$ cat src/rtl/ima_adpcm_encoder.sv
// IMA ADPCM encoder: one 16-bit PCM sample in, one 4-bit code out, 1-cycle latency.
// Optional sticky clamp flag sat_o when IMA_ENC_SAT_FLAG_EN is defined.
module ima_adpcm_encoder (
    input  logic        clk,
    input  logic        rst_n,
    input  logic        pcm_valid_i,
    output logic        pcm_ready_o,
    input  logic [15:0] pcm_i,
    input  logic        pcm_last_i,
    output logic        code_valid_o,
    input  logic        code_ready_i,
    output logic [3:0]  code_o,
    output logic        sop_o,
`ifdef IMA_ENC_SAT_FLAG_EN
    output logic        eop_o,
    output logic        sat_o
`else
    output logic        eop_o
`endif
);

    typedef enum logic [0:0] {StIdle, StActive} state_e;

    localparam logic [14:0] StepTab [89] = '{
        15'd7,     15'd8,     15'd9,     15'd10,    15'd11,    15'd12,    15'd13,    15'd14,
        15'd16,    15'd17,    15'd19,    15'd21,    15'd23,    15'd25,    15'd28,    15'd31,
        15'd34,    15'd37,    15'd41,    15'd45,    15'd50,    15'd55,    15'd60,    15'd66,
        15'd73,    15'd80,    15'd88,    15'd97,    15'd107,   15'd118,   15'd130,   15'd143,
        15'd157,   15'd173,   15'd190,   15'd209,   15'd230,   15'd253,   15'd279,   15'd307,
        15'd337,   15'd371,   15'd408,   15'd449,   15'd494,   15'd544,   15'd598,   15'd658,
        15'd724,   15'd796,   15'd876,   15'd963,   15'd1060,  15'd1166,  15'd1282,  15'd1411,
        15'd1552,  15'd1707,  15'd1878,  15'd2066,  15'd2272,  15'd2499,  15'd2749,  15'd3024,
        15'd3327,  15'd3660,  15'd4026,  15'd4428,  15'd4871,  15'd5358,  15'd5894,  15'd6484,
        15'd7132,  15'd7845,  15'd8630,  15'd9493,  15'd10442, 15'd11487, 15'd12635, 15'd13899,
        15'd15289, 15'd16818, 15'd18500, 15'd20350, 15'd22385, 15'd24623, 15'd27086, 15'd29794,
        15'd32767
    };

    state_e             state_q, state_d;
    logic signed [15:0] pred_q, pred_d;
    logic [6:0]         idx_q, idx_d;
    logic               code_valid_q;
    logic [3:0]         code_q;
    logic               sop_q, eop_q;

    logic               accept;
    logic [14:0]        step;
    logic [16:0]        step_w, diff, mag_a, mag_b, mag_c;
    logic               sign, b2, b1, b0;
    logic [19:0]        q_mag, q;
    logic signed [19:0] dq, sum;
    logic signed [7:0]  idx_adj, idx_sum;
    logic               clamp;

    assign pcm_ready_o  = !code_valid_q || code_ready_i;
    assign accept       = pcm_valid_i && pcm_ready_o;
    assign code_valid_o = code_valid_q;
    assign code_o       = code_q;
    assign sop_o        = sop_q;
    assign eop_o        = eop_q;

    always_comb begin
        step   = (idx_q > 7'd88) ? 15'd32767 : StepTab[idx_q];
        step_w = {2'b00, step};
        diff   = {pcm_i[15], pcm_i} - {pred_q[15], pred_q};
        sign   = diff[16];
        mag_a  = sign ? (17'd0 - diff) : diff;
        b2     = mag_a >= step_w;
        mag_b  = b2 ? (mag_a - step_w) : mag_a;
        b1     = mag_b >= (step_w >> 1);
        mag_c  = b1 ? (mag_b - (step_w >> 1)) : mag_b;
        b0     = mag_c >= (step_w >> 2);

        // Reconstruction must match the decoder bit for bit, so mirror its arithmetic exactly.
        q_mag = {5'd0, step}
              + (b2 ? {2'd0, step, 3'd0} : 20'd0)
              + (b1 ? {3'd0, step, 2'd0} : 20'd0)
              + (b0 ? {4'd0, step, 1'd0} : 20'd0);
        q     = sign ? (20'd0 - q_mag) : q_mag;
        dq    = $signed(q) >>> 3;
        sum   = $signed({{4{pred_q[15]}}, pred_q}) + dq;

        clamp  = 1'b0;
        pred_d = sum[15:0];
        if (sum > 20'sd32767) begin
            pred_d = 16'sh7fff;
            clamp  = 1'b1;
        end else if (sum < -20'sd32768) begin
            pred_d = 16'sh8000;
            clamp  = 1'b1;
        end

        idx_adj = b2 ? ($signed({5'd0, b1, b0, 1'b0}) + 8'sd2) : -8'sd1;
        idx_sum = $signed({1'b0, idx_q}) + idx_adj;
        if (idx_sum < 8'sd0) begin
            idx_d = 7'd0;
        end else if (idx_sum > 8'sd88) begin
            idx_d = 7'd88;
        end else begin
            idx_d = idx_sum[6:0];
        end
    end

    always_comb begin
        state_d = state_q;
        if (accept) begin
            unique case (state_q)
                StIdle:   if (!pcm_last_i) state_d = StActive;
                StActive: if (pcm_last_i)  state_d = StIdle;
                default:  state_d = StIdle;
            endcase
        end
    end

    always_ff @(posedge clk or negedge rst_n) begin
        if (!rst_n) begin
            state_q      <= StIdle;
            pred_q       <= 16'sd0;
            idx_q        <= 7'd0;
            code_valid_q <= 1'b0;
            code_q       <= 4'd0;
            sop_q        <= 1'b0;
            eop_q        <= 1'b0;
        end else begin
            state_q <= state_d;
            if (accept) begin
                pred_q       <= pred_d;
                idx_q        <= idx_d;
                code_valid_q <= 1'b1;
                code_q       <= {sign, b2, b1, b0};
                sop_q        <= (state_q == StIdle);
                eop_q        <= pcm_last_i;
            end else if (code_ready_i) begin
                code_valid_q <= 1'b0;
            end
        end
    end

`ifdef IMA_ENC_SAT_FLAG_EN
    logic sat_q;
    assign sat_o = sat_q;

    // Sticky within a packet; a packet's first sample restarts it.
    always_ff @(posedge clk or negedge rst_n) begin
        if (!rst_n) begin
            sat_q <= 1'b0;
        end else if (accept) begin
            sat_q <= ((state_q == StIdle) ? 1'b0 : sat_q) | clamp;
        end
    end
`endif

endmodule

$ cat config.mk
export PLATFORM = sky130hd
export DESIGN_NAME = ima_adpcm_encoder
export DESIGN_NICKNAME = d
export VERILOG_FILES = /design/src/rtl/ima_adpcm_encoder.sv
export SDC_FILE = /design/constraint.sdc
export NUM_CORES = 1
export LEC_CHECK = 0
export CAP_MARGIN = 20
export CORE_MARGIN = 2
export CORE_UTILIZATION = 55
export DETAILED_ROUTE_END_ITERATION = 6
export PLACE_DENSITY_LB_ADDON = 0.08
export SYNTH_ARGS = -nofsm -noshare
export SYNTH_HDL_FRONTEND = slang
export SYNTH_SLANG_ARGS = --single-unit
export TNS_END_PERCENT = 100
$ cat constraint.sdc
create_clock -name clk -period 37.1 [get_ports clk]
set_clock_uncertainty 0.05 [all_clocks]
set_input_delay 3.71 -clock clk [delete_from_list [all_inputs] [get_ports clk]]
set_output_delay 3.71 -clock clk [all_outputs]
set_load 0.1 [all_outputs]
==> flow_metrics.env, run 1 <==
export IMPL_timing_final_setup_violations=0
export IMPL_grt_first_pass_wirelength_mm=41.5
export IMPL_cts_made_buffers=5
export IMPL_netlist_cell_type_count=87
export IMPL_rsz_0062_raised_after_global_routing="no"
export IMPL_wirelength_mm=24.8
export IMPL_area_enclosed_by_the_die_boundary_um2=18000
export IMPL_critical_path_required_ps=37270
export IMPL_setup_worst_path_start_class="primary input"
export IMPL_accumulated_negative_setup_slack_ps=0
export IMPL_area_delta_synth_final_pct=6.40
export IMPL_critical_path_max_fanout=37
export IMPL_floorplan_initialDensity_pct=56.2
export IMPL_drt_iter0_drc=661
export IMPL_path_clk_slew_ps=60
export IMPL_post_cts_hold_buffer_count=0
export IMPL_crit_arrival_ps=20810
export IMPL_count_of_flip_flops_with_a_built_in_enable_after_synthesis=0
export IMPL_clk_insertion_delay_late_ps=280
export IMPL_critPathCaptureType="flop"
export IMPL_max_clock_freq_ghz=0.0485
export IMPL_grt_total_usage_pct=28.0
export IMPL_nets=1413
export IMPL_ant_nets=0
export IMPL_tritoncts="built"
export IMPL_port_buffer_count=28
export IMPL_worstMarginPinSlew_ps=1030
export IMPL_yosysWarnings=0
export IMPL_slew_limit_headroom_pct=31.4
export IMPL_setup_worst_path_class="primary input to flop"
export IMPL_die_w_um=134
export IMPL_avgViaCountPerCell=6.05
export IMPL_maxSlewViolCount=0
export IMPL_netlist_instances=1247
export IMPL_resize_count_post_cts=0
export IMPL_async_flop_share_pct=100
export IMPL_cts_post_setup_buffers_inserted=0
export IMPL_hpwl_after_dpl_mm=19.3
export IMPL_synth_flop_cell="sky130_fd_sc_hd__dfrtp_1"
export IMPL_postSynthAreaPerCell_um2=7.45
export IMPL_crit_path_frequent_cell="sky130_fd_sc_hd__ha_1"
export IMPL_dieHeight_um=134
export IMPL_cts_htree_levels=2
export IMPL_crit_start="pcm_i[0]"
export IMPL_total_gr_overflow=0
export IMPL_postSynthNetCount=1419
export IMPL_layout_drive_gt1_share_pct=6.12
export IMPL_startpoint_of_the_worst_register_to_register_path="idx_q[1]"
export IMPL_drc=0
export IMPL_core_area_um2=16500
export IMPL_hold_viol_final=0
export IMPL_cts_root_buffer="sky130_fd_sc_hd__clkbuf_16"
export IMPL_synthesis_area_um2=9290
export IMPL_cpPeakStageDelay_ps=600
export IMPL_synth_seq_area_share_pct=8.35
export IMPL_grt_start_max_net_pins=79
export IMPL_min_cycle_time_layout_ps=20640
export IMPL_cp_max_stage_cell="sky130_fd_sc_hd__a41oi_2"
export IMPL_worst_hold_path_type="flop to flop"
export IMPL_synth_area_top_cells="sky130_fd_sc_hd__ha_1, sky130_fd_sc_hd__dfrtp_1, sky130_fd_sc_hd__fa_1"
export IMPL_timing_max_cap_violations=0
export IMPL_synth_largest_area_cell="sky130_fd_sc_hd__ha_1"
export IMPL_worst_hold_startpoint="state_q"
export IMPL_clock_tree_buffer_depth=2
export IMPL_detail_route_first_pass_iterations=5
export IMPL_ys_seq_elements=31
export IMPL_initial_antenna_violation_count=0
export IMPL_vias=8852
export IMPL_placement_rows=47
export IMPL_drt_wirelength_per_cell_um=17.0
export IMPL_place_congestion=0.907
export IMPL_synth_top_cell_area_share_pct=16.0
export IMPL_io_pins=29
export IMPL_status="completed"
export IMPL_antenna_cells=0
export IMPL_final_min_period_over_clock_period_pct=55.6
export IMPL_number_of_global_route_vias_before_repair=8214
export IMPL_cts_sinks=31
[per-stage QoR]
stage / hold slack [ps] / util, % / cells / setup slack, ps / cell area, um^2
6_report: 417 / 59.8 / 1462 / 16460 / 9890
5_1_grt: 475 / 59.8 / 1462 / 15040 / 9890
4_1_cts: 419 / 59.8 / 1462 / 16660 / 9890
3_5_place_dp: 416 / 58.8 / 1454 / 16450 / 9720
3_3_place_gp: 400 / 58.8 / 1454 / 16990 / 9720
2_1_floorplan: 390 / - / 1247 / 18370 / 9290
[cell type report]
cell class,instances,area (um^2)
Clock buffer,5,125
Clock inverter,3,43.8
Fill cell,1537,6640
Inverter,103,387
Multi-Input combinational cell,1060,7910
Sequential cell,31,777
Tap cell,220,275
Timing Repair Buffer,40,370
[placed cells by master, fill, tap and decap left out, types with 16 or more instances in the layout]
| cell type | Yosys | layout |
|---|---|---|
| sky130_fd_sc_hd__xor2_1 | 29 | 29 |
| sky130_fd_sc_hd__dfrtp_1 | 31 | 30 |
| sky130_fd_sc_hd__nor3_1 | 27 | 27 |
| sky130_fd_sc_hd__nor2b_1 | 24 | 24 |
| sky130_fd_sc_hd__nand2_1 | 117 | 117 |
| sky130_fd_sc_hd__a221o_1 | 16 | 16 |
| sky130_fd_sc_hd__nor2_1 | 98 | 98 |
| sky130_fd_sc_hd__a21oi_1 | 117 | 117 |
| sky130_fd_sc_hd__a31oi_1 | 19 | 19 |
| sky130_fd_sc_hd__o21ai_0 | 74 | 74 |
| sky130_fd_sc_hd__nand2b_1 | 31 | 31 |
| sky130_fd_sc_hd__clkdlybuf4s50_1 | 0 | 28 |
| sky130_fd_sc_hd__nand3_1 | 16 | 16 |
| sky130_fd_sc_hd__ha_1 | 119 | 119 |
| sky130_fd_sc_hd__inv_1 | 103 | 103 |
| sky130_fd_sc_hd__xnor2_1 | 55 | 55 |
| sky130_fd_sc_hd__fa_1 | 32 | 32 |
| sky130_fd_sc_hd__a21o_1 | 25 | 25 |
| sky130_fd_sc_hd__a211oi_1 | 19 | 19 |
| sky130_fd_sc_hd__o21a_1 | 17 | 17 |
[cell usage after synthesis, drive strengths merged (4+ instances only)]
master   count
a21o        26
o211a        6
inv        103
and3        10
nand2b      31
nand3       16
fa          32
xor2        29
a21oi      117
nor2        99
mux2i        9
o21a        17
o31ai       12
ha         119
o2111ai      4
o21ai       87
a41oi        4
a311oi       4
and2        10
nand2      117
o22ai        4
nor3b        5
or3          4
a211o        5
a31oi       19
a221oi       8
o21bai      15
a21boi       5
buf         14
nor2b       24
clkbuf      39
o211ai       9
xnor2       55
or2          7
nor3        27
nor4         4
nand3b       5
a31o         4
o32ai        4
dfrtp       31
mux2        18
a221o       16
nand4       12
a211oi      22
[path summary, 6_finish.rpt]
check                           cells past startpoint          to  slack [ps]
worst max-delay path                               69   pred_q[8]       16460
worst min-delay path                                1       sop_o         420
worst max register to register                     65   pred_q[8]       19770
worst min register to register                      1       sop_o         420
max in group asynchronous                           2    idx_q[3]       32900
min in group asynchronous                           2  pred_q[15]        3780
[cells by family (layout without fill, tap and decap cells)]
group                      Yosys count  after routing  synth area share (%)
AOI/OAI and AO/OA                  414            414                  30.1
xor gates and xnor gates            84             84                  7.92
adders and majority gates          151            151                  22.9
buffers and inverters              156            151                  6.54
DFF                                 31             31                  8.35
muxes                               30             30                  4.00
and+or+nand+nor                    381            381                  20.2
[layer usage]
metal	wire length (um)	global-route usage (%)	vias to the layer above
met5	0	0	-
met4	546	7.74	0
met3	1030	2.12	34
met2	11100	45.0	244
met1	12100	40.6	4066
li1	-	-	4508
[sequential cells by signal, summed over array words and instances, names as in the netlist]
register	flops
code_valid_o	1
pred_q	16
code_o	4
state_q	1
idx_q	7
eop_o	1
sop_o	1
[critical path: cells and delay by family]
family	cells	cell delay (ps)
compound gates	35	8420
xor+xnor	2	300
buf+inv	7	1850
fa+ha+maj	10	2990
simple gates	14	3110
mux	1	390
Power of run 1 is not shown: default switching activity piles up to over one toggle a cycle in this logic, so the estimate is an artifact.
==> run 2: changes to the inputs <==
- clock period: 37.1 -> 20.5 ns (I/O delays scaled with it)
==> run 2 against run 1 <==
Wire length shrank 0.52%. Worst setup slack lost 15000 ps. Cell area is essentially flat. Die area is the same. Register-to-register slack lost 17000 ps. Critical path depth shrank 3. Via count grew 0.93%. Sequential share of layout area is essentially flat. Clock-buffer cell count is the same. Hold slack lost 1.9 ps.
==> flow_metrics.env, run 2 (synthesized netlist as in run 1, its figures left out) <==
export IMPL_cts_sinks=31
export IMPL_path_clk_slew_ps=60
export IMPL_core_area_um2=16500
export IMPL_placement_rows=47
export IMPL_wirelength_mm=24.7
export IMPL_nets=1413
export IMPL_cts_made_buffers=5
export IMPL_hold_viol_final=0
export IMPL_post_cts_hold_buffer_count=0
export IMPL_grt_util_met2_pct=45.9
export IMPL_final_min_period_over_clock_period_pct=91.8
export IMPL_grt_total_usage_pct=28.3
export IMPL_timing_max_cap_violations=0
export IMPL_clk_insertion_delay_late_ps=280
export IMPL_drc=0
export IMPL_max_clock_freq_ghz=0.0532
export IMPL_number_of_global_route_vias_before_repair=8325
export IMPL_total_gr_overflow=0
export IMPL_setup_worst_path_class="primary input to flop"
export IMPL_timing_final_setup_violations=0
export IMPL_maxSlewViolCount=0
export IMPL_floorplan_initialDensity_pct=56.2
export IMPL_mostFrequentLayoutCells="sky130_fd_sc_hd__ha_1, sky130_fd_sc_hd__nand2_1, sky130_fd_sc_hd__a21oi_1"
export IMPL_hpwl_after_dpl_mm=19.5
export IMPL_slew_limit_headroom_pct=34.3
export IMPL_avgViaCountPerCell=6.11
export IMPL_worst_hold_path_type="flop to flop"
export IMPL_cts_htree_levels=2
export IMPL_accumulated_negative_setup_slack_ps=0
export IMPL_grt_start_max_net_pins=79
export IMPL_global_route_peak_usage_layer="met2"
export IMPL_critical_path_max_fanout=37
export IMPL_tritoncts="built"
export IMPL_die_w_um=134
export IMPL_crit_arrival_ps=18980
export IMPL_detail_route_first_pass_iterations=5
export IMPL_min_cycle_time_layout_ps=18810
export IMPL_max_reg_flops=16
export IMPL_grt_use_met1_pct=40.9
export IMPL_initial_antenna_violation_count=0
export IMPL_cp_max_stage_cell="sky130_fd_sc_hd__or3b_2"
export IMPL_vias=8934
export IMPL_antenna_cells=0
export IMPL_clock_tree_buffer_depth=2
export IMPL_layout_drive_gt1_share_pct=6.28
export IMPL_place_congestion=0.951
export IMPL_critical_path_top_delay_family="compound AO/OA/AOI/OAI gates"
export IMPL_crit_path_frequent_cell="sky130_fd_sc_hd__ha_1"
export IMPL_worstMarginPinSlew_ps=982
export IMPL_critPathCaptureType="flop"
export IMPL_area_delta_synth_final_pct=6.41
export IMPL_drt_wirelength_per_cell_um=16.9
export IMPL_grt_first_pass_wirelength_mm=42.1
export IMPL_area_enclosed_by_the_die_boundary_um2=18000
export IMPL_cts_root_buffer="sky130_fd_sc_hd__clkbuf_16"
export IMPL_critical_path_required_ps=20670
export IMPL_setup_worst_path_start_class="primary input"
export IMPL_port_buffer_count=28
export IMPL_top_register="pred_q"
export IMPL_ant_nets=0
export IMPL_drt_iter0_drc=527
export IMPL_critical_path_buf_inv_count=4
export IMPL_rsz_0062_raised_after_global_routing="no"
export IMPL_dieHeight_um=134
export IMPL_final_fill_count=1570
export IMPL_status="completed"
export IMPL_io_pins=29
export IMPL_mostFrequentLayoutCell="sky130_fd_sc_hd__ha_1"
export IMPL_cpPeakStageDelay_ps=720
export IMPL_groute_layer_met3_usage_pct=1.97
==> run 2: cell count changes in the layout (fill, tap and decap cells not counted) <==
cell / delta
sky130_fd_sc_hd__clkinvlp_4: +2
sky130_fd_sc_hd__a221oi_2: +1
sky130_fd_sc_hd__or3b_2: +1
sky130_fd_sc_hd__a41oi_4: +1
sky130_fd_sc_hd__a41oi_2: -1
sky130_fd_sc_hd__bufinv_16: -1
sky130_fd_sc_hd__or3b_1: -1
sky130_fd_sc_hd__buf_8: +1
sky130_fd_sc_hd__buf_4: -1
sky130_fd_sc_hd__clkinv_4: -1
sky130_fd_sc_hd__a221oi_1: -1
==> run 2: repair_timing <==
action,CTS,global route
setup endpoints to repair,0,15
buffers inserted,0,0
gates resized for setup,0,3
==> run 2: area by class of cell <==
cell class,count,area [um^2],share of cell area [%]
well taps,220,275,2.78
inverters,103,387,3.91
repair buffers,40,378,3.82
multi-input cells,1060,7930,80.2
clock buffers,5,125,1.27
clock inverters,3,20.0,0.202
flip-flops and latches,31,777,7.86
==> run 2: final timing paths <==
path                          start          to  slack [ps]  cells after the start
setup / recovery           pcm_i[0]   pred_q[2]        1690                     66
hold / removal              state_q       sop_o         420                      1
setup reg to reg           idx_q[1]   pred_q[2]        2930                     65
hold reg to reg             state_q       sop_o         420                      1
max in group asynchronous     rst_n    idx_q[3]       17960                      2
min in group asynchronous     rst_n  pred_q[15]        2120                      2
==> run 2: per-stage QoR <==
step | hold slack (ps) | cells | instance area, um^2 | setup WS, ps | utilization, %
6_report | 415 | 1462 | 9890 | 1690 | 59.8
5_1_grt | 457 | 1462 | 9890 | 85.0 | 59.8
4_1_cts | 419 | 1461 | 9860 | 1450 | 59.6
3_5_place_dp | 412 | 1453 | 9710 | 1210 | 58.8
3_3_place_gp | 405 | 1453 | 9710 | 1820 | 58.8
2_1_floorplan | 390 | 1247 | 9290 | 3430 | -
==> run 2: per-layer routing <==
| metal | vias up | wire [um] |
|---|---|---|
| met5 | - | 0 |
| met4 | 0 | 523 |
| met3 | 38 | 997 |
| met2 | 235 | 11400 |
| met1 | 4156 | 11800 |
| li1 | 4505 | - |
Power of run 2 is left out for the same reason.
==> variant (config.mk and constraints of run 1) <==
The option `IMA_ENC_SAT_FLAG_EN` is turned on by a define.
--- a/src/rtl/ima_adpcm_encoder.sv
+++ b/src/rtl/ima_adpcm_encoder.sv
@@ -2,2 +2,4 @@
 // Optional sticky clamp flag sat_o when IMA_ENC_SAT_FLAG_EN is defined.
+`define IMA_ENC_SAT_FLAG_EN
+
 module ima_adpcm_encoder (
New outputs: sat_o. Function: not settled (the Yosys comparison gave no result); the edit may change what the design does.
==> variant against run 1 <==
Wire length up 8.5%; sequential cell count is 1 higher; cell count increased by 4.5%; final area grew 2.7%; die area is 2.9% higher; area after synthesis rose by 3.0%; via count grew 7.0%; setup slack worse by 210 ps; critical path type unchanged.
Power is left out: the tool's default activity adds up to more than one toggle a clock period on the data nets, which glitch-free logic cannot reach.
==> variant: results (changes against run 1) <==
outcome finished clean; placer congestion estimate 0.934 (+3.0%); Post-CTS Setup Repair Bufs 0 (unchanged); Worst Hold Depth 2 (+1); Clock Latency Late Sink 280 ps (about the same); crit-path leading delay family compound AO/OA/AOI/OAI gates; HP Start eop_o$_DFFE_PN0P_; initial antenna violation count 0 (unchanged); Routed wire per std cell 17.6 um (+3.8%); first-pass GRT wire length 43700 um (+5.4%); Synthesized Nets 1488 (+4.9%); via count 9470 (+7.0%); critical path fanouts, max 40 (+8.1%); origin of the worst setup path pcm_i[0]; Seq/Total Area, Yosys 0.0836 (+0.000170); Detailed Route Iter0 Violations 757 (+15%); clk root buf clkbuf_16; RR Startpoint idx_q[1]$_DFFE_PN0P_; port bufs 29 (+3.6%); layout cell share with drive strength beyond 1 0.0514 (-0.00977); Num CTS Buffers 5 (unchanged); max FFs per register 16 (unchanged); post-CTS resize count 0 (unchanged); Biggest register pred_q; Routed WL 27000 um (+8.5%); vias in the first global route 8534 (+3.9%); Syn. warnings 0 (unchanged); Reg clk slew, reported paths 60 ps (about the same); Distinct cells, synth 93 (+6.9%); GRT Util Overall 0.292 (+0.0113); DP HPWL 20900 um (+8.4%); reg2reg path depth 69 (+6.2%); pre-CTS setup slack 16160 ps (-295 ps); n_diodes 0 (unchanged); Worst path slowest cell o221ai_2; leading post-synthesis cells by cell area ha_1, dfrtp_1, fa_1, nand2_1, xnor2_1; drt pass-1 iters 5 (unchanged); Filler Cell Count 1658 (+7.9%); H-Tree Level Count 2 (unchanged); Max Buffers Root-to-Sink 2 (unchanged); worst hold path type register to register; Synth async-reset ratio 1.00 (unchanged); footprint of the multi-input gates 8120 um2 (+2.7%); largest net degree at the start of global routing 71 (-10%); normalized max-slew margin 0.275 (-0.0394); Worst path max stage delay 860 ps (+260 ps); ys flop type dfrtp_1; Avg Cell Area, Syn 7.27 um2 (-2.4%); Post-synth top cells nand2_1, ha_1, a21oi_1
## variant: cell count changes after synthesis, sizes merged, moves of 6 or more
cell           run 1  this run
a221o             16         2
nand2            117       152
a22oi              3        15
clkbuf            39        46
xnor2             55        61
nand3             16        24
a21oi            117       105
nor2b             24        18
and2              10        20
o21ai             87       101
mux2              18        12
a311oi             4        10
nor4               4        12
## variant: logic make-up (layout without fill, tap and decap cells)
family | count (synthesis) | in the layout | share of synthesized area
AOI/OAI and AO/OA | 418 | 418 | 0.290
xor gates and xnor gates | 94 | 94 | 0.0868
adders and majority gates | 151 | 151 | 0.222
buffers and inverters | 165 | 152 | 0.0685
DFF | 32 | 32 | 0.0836
muxes | 22 | 22 | 0.0293
and+or+nand+nor | 434 | 434 | 0.219
## variant: path summary, 6_finish.rpt
kind                                               end  slack (ps)
max in group asynchronous         idx_q[3]$_DFFE_PN0P_       32520
worst min-delay path                 eop_o$_DFFE_PN0P_         430
min in group asynchronous       pred_q[10]$_DFFE_PN0P_        3740
worst min register to register       eop_o$_DFFE_PN0P_         430
worst max-delay path            pred_q[14]$_DFFE_PN0P_       16250
worst max register to register  pred_q[14]$_DFFE_PN0P_       19500
## variant: per-layer routing
metal  share of wire  wire, um  vias up  GRT usage
li1                -         -     4710          -
met1            0.48     12900     4402      0.428
met2            0.45     12200      324      0.474
met3           0.051      1380       34     0.0186
met4           0.017       462        0     0.0584
met5               0         0        -          0
## variant: layout make-up
cell class | count | area share
multi-input cells | 1119 | 0.800
flip-flops and latches | 32 | 0.0790
repair buffers | 40 | 0.0384
inverters | 104 | 0.0384
well taps | 225 | 0.0277
clock buffers | 5 | 0.0123
clock inverters | 3 | 0.00419
## variant: worst min-delay path, delay by kind of cell, from the launching register on
kind          cells  cell delay, ps
flops             1             340
simple gates      2             110
